## config.mk

```make
export PLATFORM = sky130hd
export DESIGN_NAME = mem_port_arbiter
export DESIGN_NICKNAME = d
export VERILOG_FILES = /design/src/rtl/mem_port_arbiter.sv
export SDC_FILE = /design/constraint.sdc
export NUM_CORES = 1
export LEC_CHECK = 0
export ABC_AREA = 1
export CAP_MARGIN = 15
export CELL_PAD_IN_SITES_DETAIL_PLACEMENT = 0
export CELL_PAD_IN_SITES_GLOBAL_PLACEMENT = 1
export CORE_MARGIN = 5
export CORE_UTILIZATION = 31
export CTS_CLUSTER_DIAMETER = 80
export CTS_CLUSTER_SIZE = 40
export DETAILED_ROUTE_END_ITERATION = 7
export PLACE_DENSITY_LB_ADDON = 0.1
export SYNTH_ARGS = -nofsm -noshare
export SYNTH_HDL_FRONTEND = slang
export SYNTH_SLANG_ARGS = --single-unit
export TNS_END_PERCENT = 20
```

## constraint.sdc

```tcl
create_clock -name clock -period 2.1 [get_ports clock]
set_input_delay 0.42 -clock clock [delete_from_list [all_inputs] [get_ports clock]]
set_output_delay 0.42 -clock clock [all_outputs]
set_load 0.05 [all_outputs]
```

## src/rtl/mem_port_arbiter.sv

```systemverilog
// Two-port arbiter in front of a single-port synchronous RAM: serialises CPU (A) and
// peripheral (B) accesses, round-robin on ties, read data returned with a valid pulse.
module mem_port_arbiter #(
    parameter int ADDR_W = 16,
    parameter int DATA_W = 16
) (
    input  logic              clock,
    input  logic              reset,
    input  logic              a_req,
    input  logic              a_we,
    input  logic [ADDR_W-1:0] a_addr,
    input  logic [DATA_W-1:0] a_wdata,
    output logic              a_gnt,
    output logic              a_rvalid,
    output logic [DATA_W-1:0] a_rdata,
    input  logic              b_req,
    input  logic              b_we,
    input  logic [ADDR_W-1:0] b_addr,
    input  logic [DATA_W-1:0] b_wdata,
    output logic              b_gnt,
    output logic              b_rvalid,
    output logic [DATA_W-1:0] b_rdata,
    output logic              mem_en,
    output logic              mem_we,
    output logic [ADDR_W-1:0] mem_addr,
    output logic [DATA_W-1:0] mem_wdata,
    input  logic [DATA_W-1:0] mem_rdata
);

    typedef enum logic [1:0] {
        IDLE   = 2'd0,
        ACCESS = 2'd1,
        RESP   = 2'd2
    } state_t;

    // Port id encoding: 0 = A, 1 = B.
    state_t              state_q, state_d;
    logic                sel_q, sel_d;
    logic                last_q, last_d;
    logic                we_q, we_d;
    logic [ADDR_W-1:0]   addr_q, addr_d;
    logic [DATA_W-1:0]   wdata_q, wdata_d;
    logic                mem_en_q, mem_we_q;
    logic                pick_b;

    always_comb begin
        state_d = state_q;
        sel_d   = sel_q;
        last_d  = last_q;
        we_d    = we_q;
        addr_d  = addr_q;
        wdata_d = wdata_q;
        pick_b  = 1'b0;
        case (state_q)
            IDLE: begin
                if (a_req || b_req) begin
                    // B wins when alone, or on a tie when A was served last.
                    pick_b  = b_req && (!a_req || !last_q);
                    sel_d   = pick_b;
                    last_d  = pick_b;
                    we_d    = pick_b ? b_we    : a_we;
                    addr_d  = pick_b ? b_addr  : a_addr;
                    wdata_d = pick_b ? b_wdata : a_wdata;
                    state_d = ACCESS;
                end
            end
            ACCESS:  state_d = we_q ? IDLE : RESP;
            RESP:    state_d = IDLE;
            default: state_d = IDLE;
        endcase
    end

    always_ff @(posedge clock) begin
        if (reset) begin
            state_q  <= IDLE;
            sel_q    <= 1'b0;
            last_q   <= 1'b1;
            we_q     <= 1'b0;
            addr_q   <= '0;
            wdata_q  <= '0;
            mem_en_q <= 1'b0;
            mem_we_q <= 1'b0;
        end else begin
            state_q  <= state_d;
            sel_q    <= sel_d;
            last_q   <= last_d;
            we_q     <= we_d;
            addr_q   <= addr_d;
            wdata_q  <= wdata_d;
            mem_en_q <= (state_d == ACCESS);
            mem_we_q <= (state_d == ACCESS) && we_d;
        end
    end

    assign mem_en    = mem_en_q;
    assign mem_we    = mem_we_q;
    assign mem_addr  = addr_q;
    assign mem_wdata = wdata_q;

    logic [1:0]        gnt_w;
    logic [1:0]        rvalid_w;
    logic [DATA_W-1:0] rdata_w [2];

    // Per-port response registers; only the selected port's rdata is ever updated.
    for (genvar gi = 0; gi < 2; gi++) begin : g_port
        localparam logic PORT_ID = 1'(gi);
        logic              gnt_q;
        logic              rvalid_q;
        logic [DATA_W-1:0] rdata_q;

        always_ff @(posedge clock) begin
            if (reset) begin
                gnt_q    <= 1'b0;
                rvalid_q <= 1'b0;
                rdata_q  <= '0;
            end else begin
                gnt_q    <= (state_d == ACCESS) && (sel_d == PORT_ID);
                rvalid_q <= (state_q == RESP) && (sel_q == PORT_ID);
                if ((state_q == RESP) && (sel_q == PORT_ID)) begin
                    rdata_q <= mem_rdata;
                end
            end
        end

        assign gnt_w[gi]    = gnt_q;
        assign rvalid_w[gi] = rvalid_q;
        assign rdata_w[gi]  = rdata_q;
    end

    assign a_gnt    = gnt_w[0];
    assign b_gnt    = gnt_w[1];
    assign a_rvalid = rvalid_w[0];
    assign b_rvalid = rvalid_w[1];
    assign a_rdata  = rdata_w[0];
    assign b_rdata  = rdata_w[1];

endmodule

```

==> flow_summary_export.csv, run 1 <==
group,metric,value,unit
floorplanning,coreArea,0.0113,mm^2
sta,slew_headroom,63.9,%
detailed_routing,drt-initial-drc-count,118,
clock_network,clock_latency,0.33,ns
detailed_routing,wl,10.2,mm
clock_network,cts_buffer_depth,2,
worst_setup_path,crit_path_top_delay_cell,"clkdlybuf4s50_1",
layout,fillers,1167,
clock_network,cts_tree,"built",
sta,fin_worst_skew,0.00621,ns
worst_setup_path,cp.arrival,1.49,ns
grt,grt_pass1_wl,16.5,mm
clock_network,clk_pin_slew_worst_paths,0.06,ns
power,clock_power_share,37.6,%
grt,grt_usage,15.0,%
layout,drive_above_1_share,5.76,%
power,combPwrFrac,27.3,%
worst_setup_path,endpoint_kind,"primary output",
sta,tightest_slew,0.540,ns
layout,n_antenna_cell,0,
sta,period_minus_slack,1.91,ns
synth,synth_area,0.00356,mm^2
sta,finalSetupViolations,0,
worst_setup_path,max_stage_delay,0.82,ns
layout,nNetsFinal,758,
synth,seq_area_frac_synth,42.2,%
worst_setup_path,critPathKind,"reg2out",
layout,layout_common_cells,"clkdlybuf4s50_1, nand2_1, nor2_1",
synth,yosys_warnings,0,
floorplanning,pin_count,156,
power,p_total,4550,uW
floorplanning,die_x,117,um
synth,synthArstFlopShare,0,%
power,ir_drop,0.000341,V
hold_path,worstHoldPathType,"reg2reg",
power,p_int,3130,uW
power,leakage,0.00243,uW
placement,dp_hpwl,7.38,mm
placement,routabilityCongestion,0.774,
synth,synth-main-ff-cell,"dfxtp_1",
power,switching_power,1420,uW
clock_network,cts_made_buffers,9,
floorplanning,start_util,31.4,%
sta,max_freq,522,MHz
grt,grt_use_met1,18.6,%
sta,hold_viol,0,
power,pwr-share-seq,35.1,%
synth,synth-seq-cells,75,
detailed_routing,wl_per_cell,12.5,um
clock_network,hold_buffers,0,
floorplanning,num_rows,39,
synth,synth.distinct_cells,22,
detailed_routing,num_vias,3546,
worst_setup_path,crit_buf_inv,1,
detailed_routing,drc,0,
detailed_routing,dr.pass1.iters,4,
placement,port_buffers,155,
power,power_per_cell_area,820,mW/mm^2
worst_setup_path,path_cells,"clkdlybuf4s50_1",
synth,synth.net_count,616,
power,swShare,31.1,%
layout,final_common_cell,"clkdlybuf4s50_1",
clock_network,cts_setup_buffers,0,
grt,grt_pass1_vias,3403,
flow_run,drv_cap,0,
status,status,"completed",
sta,rsz0062_at_grt,"no",
grt,grt_overflow_total,0,
worst_setup_path,cp_top_family,"buffers and inverters",
detailed_routing,vias_per_cell,4.32,
floorplanning,die_h,117,um
grt,grt.met2_usage,24.4,%
grt,met3_usage,4.73,%
synth,synth_edf_count,0,
sta,fin_crit_sh,91.2,%
clock_network,clock-sinks,75,
layout,syn2layout_area_growth,55.8,%
worst_setup_path,critPathLaunchType,"register",
grt,grt_max_degree,49,
worst_setup_path,path_max_fanout,2,
worst_setup_path,worstPathRequired,1.68,ns
synth,synth_cells,530,
synth,syn_area_per_cell,6.72,um^2
floorplanning,die_area,0.0137,mm^2
detailed_routing,ant_nets,0,
clock_network,cts_root_buffer,"clkbuf_16",
clock_network,ctsResizeCount,0,
grt,grt-busiest-layer,"met2",
sta,tns,0,ns
clock_network,h-tree-depth,3,
grt,antenna_found_initial,0,
sta,slew_viol_final,0,
==> Yosys cell counts, types with 3 or more instances <==
library cell / number / area share [%]
a21boi_0: 25 / 5.3
a21boi_1: 7 / 1.5
a21oi_1: 16 / 2.2
buf_2: 9 / 1.3
buf_4: 14 / 3.0
buf_6: 3 / 0.95
clkbuf_1: 11 / 1.2
dfxtp_1: 75 / 42
inv_1: 52 / 5.5
nand2_1: 154 / 16
nand3_1: 35 / 4.9
nand4_1: 16 / 2.8
nor2_1: 104 / 11
==> power groups by stage <==
stage	sequential, uW	clock, uW	combinational (uW)
finish	1600	1710	1240
CTS	1600	1760	1260
detailed placement	1630	0	1250
global route	1610	1820	1360
global placement	1630	0	1250
floorplan	1970	0	449
==> sequential cells by signal (all words and copies together), names as in the netlist, 2 cells and up <==
name	flops
mem_wdata	16
b_rdata	16
mem_addr	16
state_q	2
a_rdata	16
==> final cells by class <==
cell class / count / area (um^2) / area share (%)
Clock inverter: 5 / 83.8 / 1.51
Sequential cell: 75 / 1500 / 27.1
Timing Repair Buffer: 169 / 1690 / 30.5
Multi-Input combinational cell: 364 / 1640 / 29.6
Inverter: 53 / 199 / 3.59
Tap cell: 143 / 179 / 3.23
Clock buffer: 11 / 253 / 4.56
==> layer usage <==
metal | share of wire, % | wire, um
met2 | 46 | 4730
met3 | 8.8 | 902
met5 | 0 | 0
met1 | 43 | 4400
met4 | 1.7 | 177
==> per-stage QoR <==
step	instance area, um^2	hold slack, ns	util, %	std cells	setup slack, ns
5_1_grt	5550	0.476	49.0	820	0.132
6_report	5550	0.435	49.0	820	0.186
3_3_place_gp	5210	0.415	46.0	804	0.357
2_1_floorplan	3560	0.401	-	530	0.884
3_5_place_dp	5210	0.423	46.0	804	0.309
4_1_cts	5550	0.439	49.0	820	0.163
==> path summary, 6_finish.rpt <==
check | start | endpoint | slack, ns | depth (start not counted)
setup / recovery | mem_wdata[2] | mem_wdata[2] | 0.19 | 1
hold / removal | we_q | state_q[1] | 0.44 | 1
setup reg to reg | state_q[1] | b_rdata[12] | 0.75 | 4
hold reg to reg | we_q | state_q[1] | 0.44 | 1
==> cell families after synthesis <==
logic type	share of synthesized area, %
AOI/OAI and AO/OA	9.49
DFF	42.2
buffers and inverters	12.0
and+or+nand+nor	36.3
Note: power is estimated with default switching activity, not from simulation.
==> run 2, diff against run 1 <==
Settings changed: SKIP_LAST_GASP set to 1.
==> results of run 2 <==
The final DEF is identical to that of run 1; final timing and power are the same.
==> RTL edit 1, RTL diff (flow settings as in run 2) <==
Set the parameter `ADDR_W` to 15 (it was 16).
--- a/src/rtl/mem_port_arbiter.sv
+++ b/src/rtl/mem_port_arbiter.sv
@@ -2,5 +2,5 @@
 // peripheral (B) accesses, round-robin on ties, read data returned with a valid pulse.
 module mem_port_arbiter #(
-    parameter int ADDR_W = 16,
+    parameter int ADDR_W = 15,
     parameter int DATA_W = 16
 ) (
Interface: changed (resized a_addr, b_addr and mem_addr); port bits go from 156 to 153. The function was not compared with the original's and may differ.
==> RTL edit 1 against run 2 <==
Global-route usage up 0.31 points. Worst setup slack worse by 10 ps. Non-clock buffer count down 6. Critical endpoint is now mem_wdata[3]. Synthesized area down 2.0%. First-iteration DRC count up 20%. Sequential cell count down 1. Via count down 0.76%. Power about the same. Cell area down 2.0%. Largest cell class unchanged. Routed wire length down 0.22%. Critical path type unchanged. Fmax down 0.53%. Sequential share of layout area up 0.17 points. Highest routed layer unchanged.
==> RTL edit 1: results (changes against run 2) <==
first-pass GRT wire length 16.6 mm (+0.42%); Max VDD drop 0.456 mV (+34%); Final Skew 4.67 ps (-1.53 ps); RD Place Congestion 0.745 (-3.7%); Worst R2R Setup Slack 530 ps (-220 ps); largest net degree at the start of global routing 65 (+33%); WL per Instance 12.7 um (+2.0%); crit path DAT 1500 ps; status finished, final reports clean; clock-pin slew on the worst setup and hold paths 60 ps (about the same); LEAKAGE 2.38 nW (-2.0%); largest cells by area after synthesis dfxtp_1 (42%), nand2_1 (16%), nor2_1 (11%); port bufs 152 (-1.9%); worst hold endpoint state_q[1]$_SDFF_PP0_; layout cell share with drive strength beyond 1 5.29% (-0.47 points); r2r startpoint state_q[0]$_SDFF_PP0_; largest stage delay on the critical path 840 ps (+20 ps); Worst R2R End b_rdata[0]$_SDFFE_PP0P_; register area share after synthesis 42.5% (+0.30 points); most frequent cells after synthesis nand2_1 (150), nor2_1 (102), dfxtp_1 (74), inv_1 (51), nand3_1 (34); number of global-route vias before repair 3401 (-0.059%); R2R cell count 5 (+1); Vias/cell 4.39 (+1.5%); post-synthesis cell type count 21 (-4.5%); antenna violations before repair 0 (unchanged); DR pass1 iterations 5 (+1); Total Routing Usage GR 15.3% (+0.31 points); Worst Tran Pin Value 576 ps (+35.2 ps); syn nets 603 (-2.1%); DP HPWL 7.35 mm (-0.48%); Layout Nets 741 (-2.2%); Initial DRC Count 142 (+20%); Sw Share 30.8% (-0.38 points); switching power 1.40 mW (-1.3%); Place WS 325 ps (+16.6 ps); Hold Slack 427 ps (-8.25 ps)
[RTL edit 1: final cells by class]
class	count	area (um^2)
flip-flops and latches	74	1480
multi-input cells	357	1610
fillers	1142	5500
clock inverters	7	118
well taps	140	175
repair buffers	163	1640
clock buffers	9	225
inverters	52	195
[RTL edit 1: cells by family after synthesis]
family,share of synthesized area [%]
AOI/OAI and AO/OA,9.58
buffers and inverters,11.5
DFF,42.5
and+or+nand+nor,36.5
[RTL edit 1: worst max path at each step]
stage | startpoint | to | slack [ps]
floorplan | b_req | mem_wdata[2]$_SDFFE_PP0P_ | 910
finish | mem_wdata[3]$_SDFFE_PP0P_ | mem_wdata[3] | 180
global route | mem_wdata[7]$_SDFFE_PP0P_ | mem_wdata[7] | 110
global placement | a_req | sel_q$_SDFF_PP0_ | 340
detailed placement | a_req | sel_q$_SDFF_PP0_ | 330
CTS | mem_wdata[3]$_SDFFE_PP0P_ | mem_wdata[3] | 150
[RTL edit 1: worst reg2reg max path: stages, from the launching register on]
cell,delay [ps]
dfxtp_1,310
inv_1,330
buf_4,250
nand3_2,310
nand2_1,170
a21oi_1,70
[RTL edit 1: power by group through the flow]
stage	Sequential (mW)	Clock [mW]	Combinational, mW
after floorplan	1.94	0	0.435
after global placement	1.61	0	1.22
after detailed placement	1.61	0	1.22
after CTS	1.58	1.80	1.23
after global routing	1.60	1.86	1.33
final	1.58	1.75	1.21
[RTL edit 1: per-layer routing]
layer,routed length [um],vias to the layer above,GRT usage (%)
met5,0,-,0
li1,-,1884,-
met4,138,0,5.26
met3,820,12,4.39
met2,4670,103,25.1
met1,4560,1520,19.4
[RTL edit 1: through the flow]
| stage | util (%) | area, um^2 | std cells | power, mW |
|---|---|---|---|---|
| global placement | 46.6 | 5090 | 786 | 2.83 |
| CTS | 49.7 | 5440 | 802 | 4.61 |
| floorplan | - | 3490 | 519 | 2.38 |
| finish | 49.7 | 5440 | 802 | 4.54 |
| global route | 49.7 | 5440 | 802 | 4.79 |
| detailed placement | 46.6 | 5090 | 786 | 2.83 |
==> RTL edit 2, RTL diff (flow settings as in run 2) <==
Made on the original files. Encoding of `state_t`: now one-hot (3 bits for 3 states).
--- a/src/rtl/mem_port_arbiter.sv
+++ b/src/rtl/mem_port_arbiter.sv
@@ -28,8 +28,8 @@
 );
 
-    typedef enum logic [1:0] {
-        IDLE   = 2'd0,
-        ACCESS = 2'd1,
-        RESP   = 2'd2
+    typedef enum logic [2:0] {
+        IDLE   = 3'b001,
+        ACCESS = 3'b010,
+        RESP   = 3'b100
     } state_t;
 
Behaviour: same outputs for any inputs over 10 cycles, from zero or initial values and one cycle with reset high; not proved beyond that.
==> RTL edit 2 against run 2 <==
Routed wire length rose by 9.3%. Power increased by 2.3%. Non-clock buffer count increased by 1. Synthesized area rose by 2.6%. Combinational power up 10%. Largest power group unchanged. Worst hold slack better by 24 ps. Worst setup slack worse by 24 ps. Sequential cell count rose by 1. Sequential share of layout area shrank 0.16 points. Cell area grew 1.9%. Critical endpoint is now b_rdata[11].
==> RTL edit 2: results (changes against run 2) <==
status finished, final reports clean; Max VDD drop 0.468 mV (+37%); most frequent cells after synthesis nor2_1 (134), nand2_1 (126), inv_1 (88), dfxtp_1 (76), nand3_1 (67); via count 3766 (+6.2%); Total Routing Usage GR 16.1% (+1.1 points); number of global-route vias before repair 3727 (+9.5%); DP HPWL 8.09 mm (+9.6%); syn nets 655 (+6.3%); EDFF count, synth 0 (unchanged); register area share after synthesis 41.6% (-0.54 points); crit path DAT 1520 ps (+30 ps); Place WS 116 ps (-192 ps); post-synthesis area per instance 6.42 um^2 (-4.4%); compound-cell area share of the yosys netlist 2.33% (-7.2 points); layout cell share with drive strength beyond 1 5.42% (-0.34 points); LEAKAGE 2.65 nW (+9.2%); Initial DRC Count 280 (+140%); Non-Filler Instances 863 (+5.2%); WL per Instance 12.9 um (+3.9%); Layout Nets 801 (+5.7%); Cell Count Post-Placement 847 (+5.3%); largest net degree at the start of global routing 34 (-31%); largest cells by area after synthesis dfxtp_1 (42%), nor2_1 (14%), nand2_1 (13%); RD Place Congestion 0.778 (+0.56%); Sw Share 32.7% (+1.6 points); Worst Tran Pin Value 547 ps (+7.10 ps); first-pass GRT wire length 18.5 mm (+12%); Final Skew 8.25 ps (+2.05 ps)
## RTL edit 2: cell count changes in the layout (fill, tap and decap cells not counted), moves of 7 or more
cell and delta:
a21boi_0 -25, a21boi_1 -7, inv_1 +36, nand2_1 -27, nand3_1 +32, nor2_1 +30
## RTL edit 2: cell type report
| type | instances | area, um^2 |
|---|---|---|
| fillers | 1175 | 5820 |
| repair buffers | 170 | 1710 |
| multi-input cells | 367 | 1580 |
| flip-flops and latches | 76 | 1520 |
| inverters | 91 | 342 |
| clock buffers | 10 | 229 |
| well taps | 143 | 179 |
| clock inverters | 6 | 87.6 |
## RTL edit 2: metal layers
layer | up-vias | global-route usage, % | wire, um
met4 | 0 | 4.75 | 155
met1 | 1632 | 18.5 | 4860
met5 | - | 0 | 0
met3 | 13 | 5.92 | 757
met2 | 113 | 27.9 | 5390
li1 | 2008 | - | -
## RTL edit 2: power by group through the flow
stage / Combinational (mW) / Sequential, mW / Clock, mW
6_report: 1.37 / 1.63 / 1.66
5_1_grt: 1.48 / 1.64 / 1.77
4_1_cts: 1.39 / 1.63 / 1.72
3_5_place_dp: 1.38 / 1.66 / 0
3_3_place_gp: 1.37 / 1.66 / 0
2_1_floorplan: 0.515 / 2.00 / 0
## RTL edit 2: worst paths after layout
| check | from | to | slack (ps) | cells after the start |
|---|---|---|---|---|
| worst max-delay path | b_rdata[11]$_SDFFE_PP0P_ | b_rdata[11] | 160 | 1 |
| worst min-delay path | b_rdata[2]$_SDFFE_PP0P_ | b_rdata[2]$_SDFFE_PP0P_ | 460 | 2 |
| worst max register to register | state_q[2]$_SDFF_PP0_ | a_rdata[2]$_SDFFE_PP0P_ | 620 | 4 |
| worst min register to register | b_rdata[2]$_SDFFE_PP0P_ | b_rdata[2]$_SDFFE_PP0P_ | 460 | 2 |
## RTL edit 2: per-stage QoR
stage          hold WS (ps)  instance area [um^2]  total power [mW]  utilization, %
2_1_floorplan           429                  3650              2.52               -
3_3_place_gp            444                  5340              3.03            46.5
3_5_place_dp            452                  5340              3.04            46.5
4_1_cts                 462                  5650              4.74            49.3
5_1_grt                 486                  5650              4.90            49.3
6_report                460                  5650              4.65            49.3
## RTL edit 2: kinds of logic (layout without fill, tap and decap cells)
| group | after synthesis | in the layout |
|---|---|---|
| flops | 76 | 76 |
| simple gates | 350 | 350 |
| compound gates | 17 | 17 |
| buf+inv | 126 | 277 |
## RTL edit 2: worst reg2reg max path: stages (launching register included)
cell and delay [ps]:
dfxtp_1 450, buf_4 310, nand3b_4 340, nor2_1 210, nor2_1 60
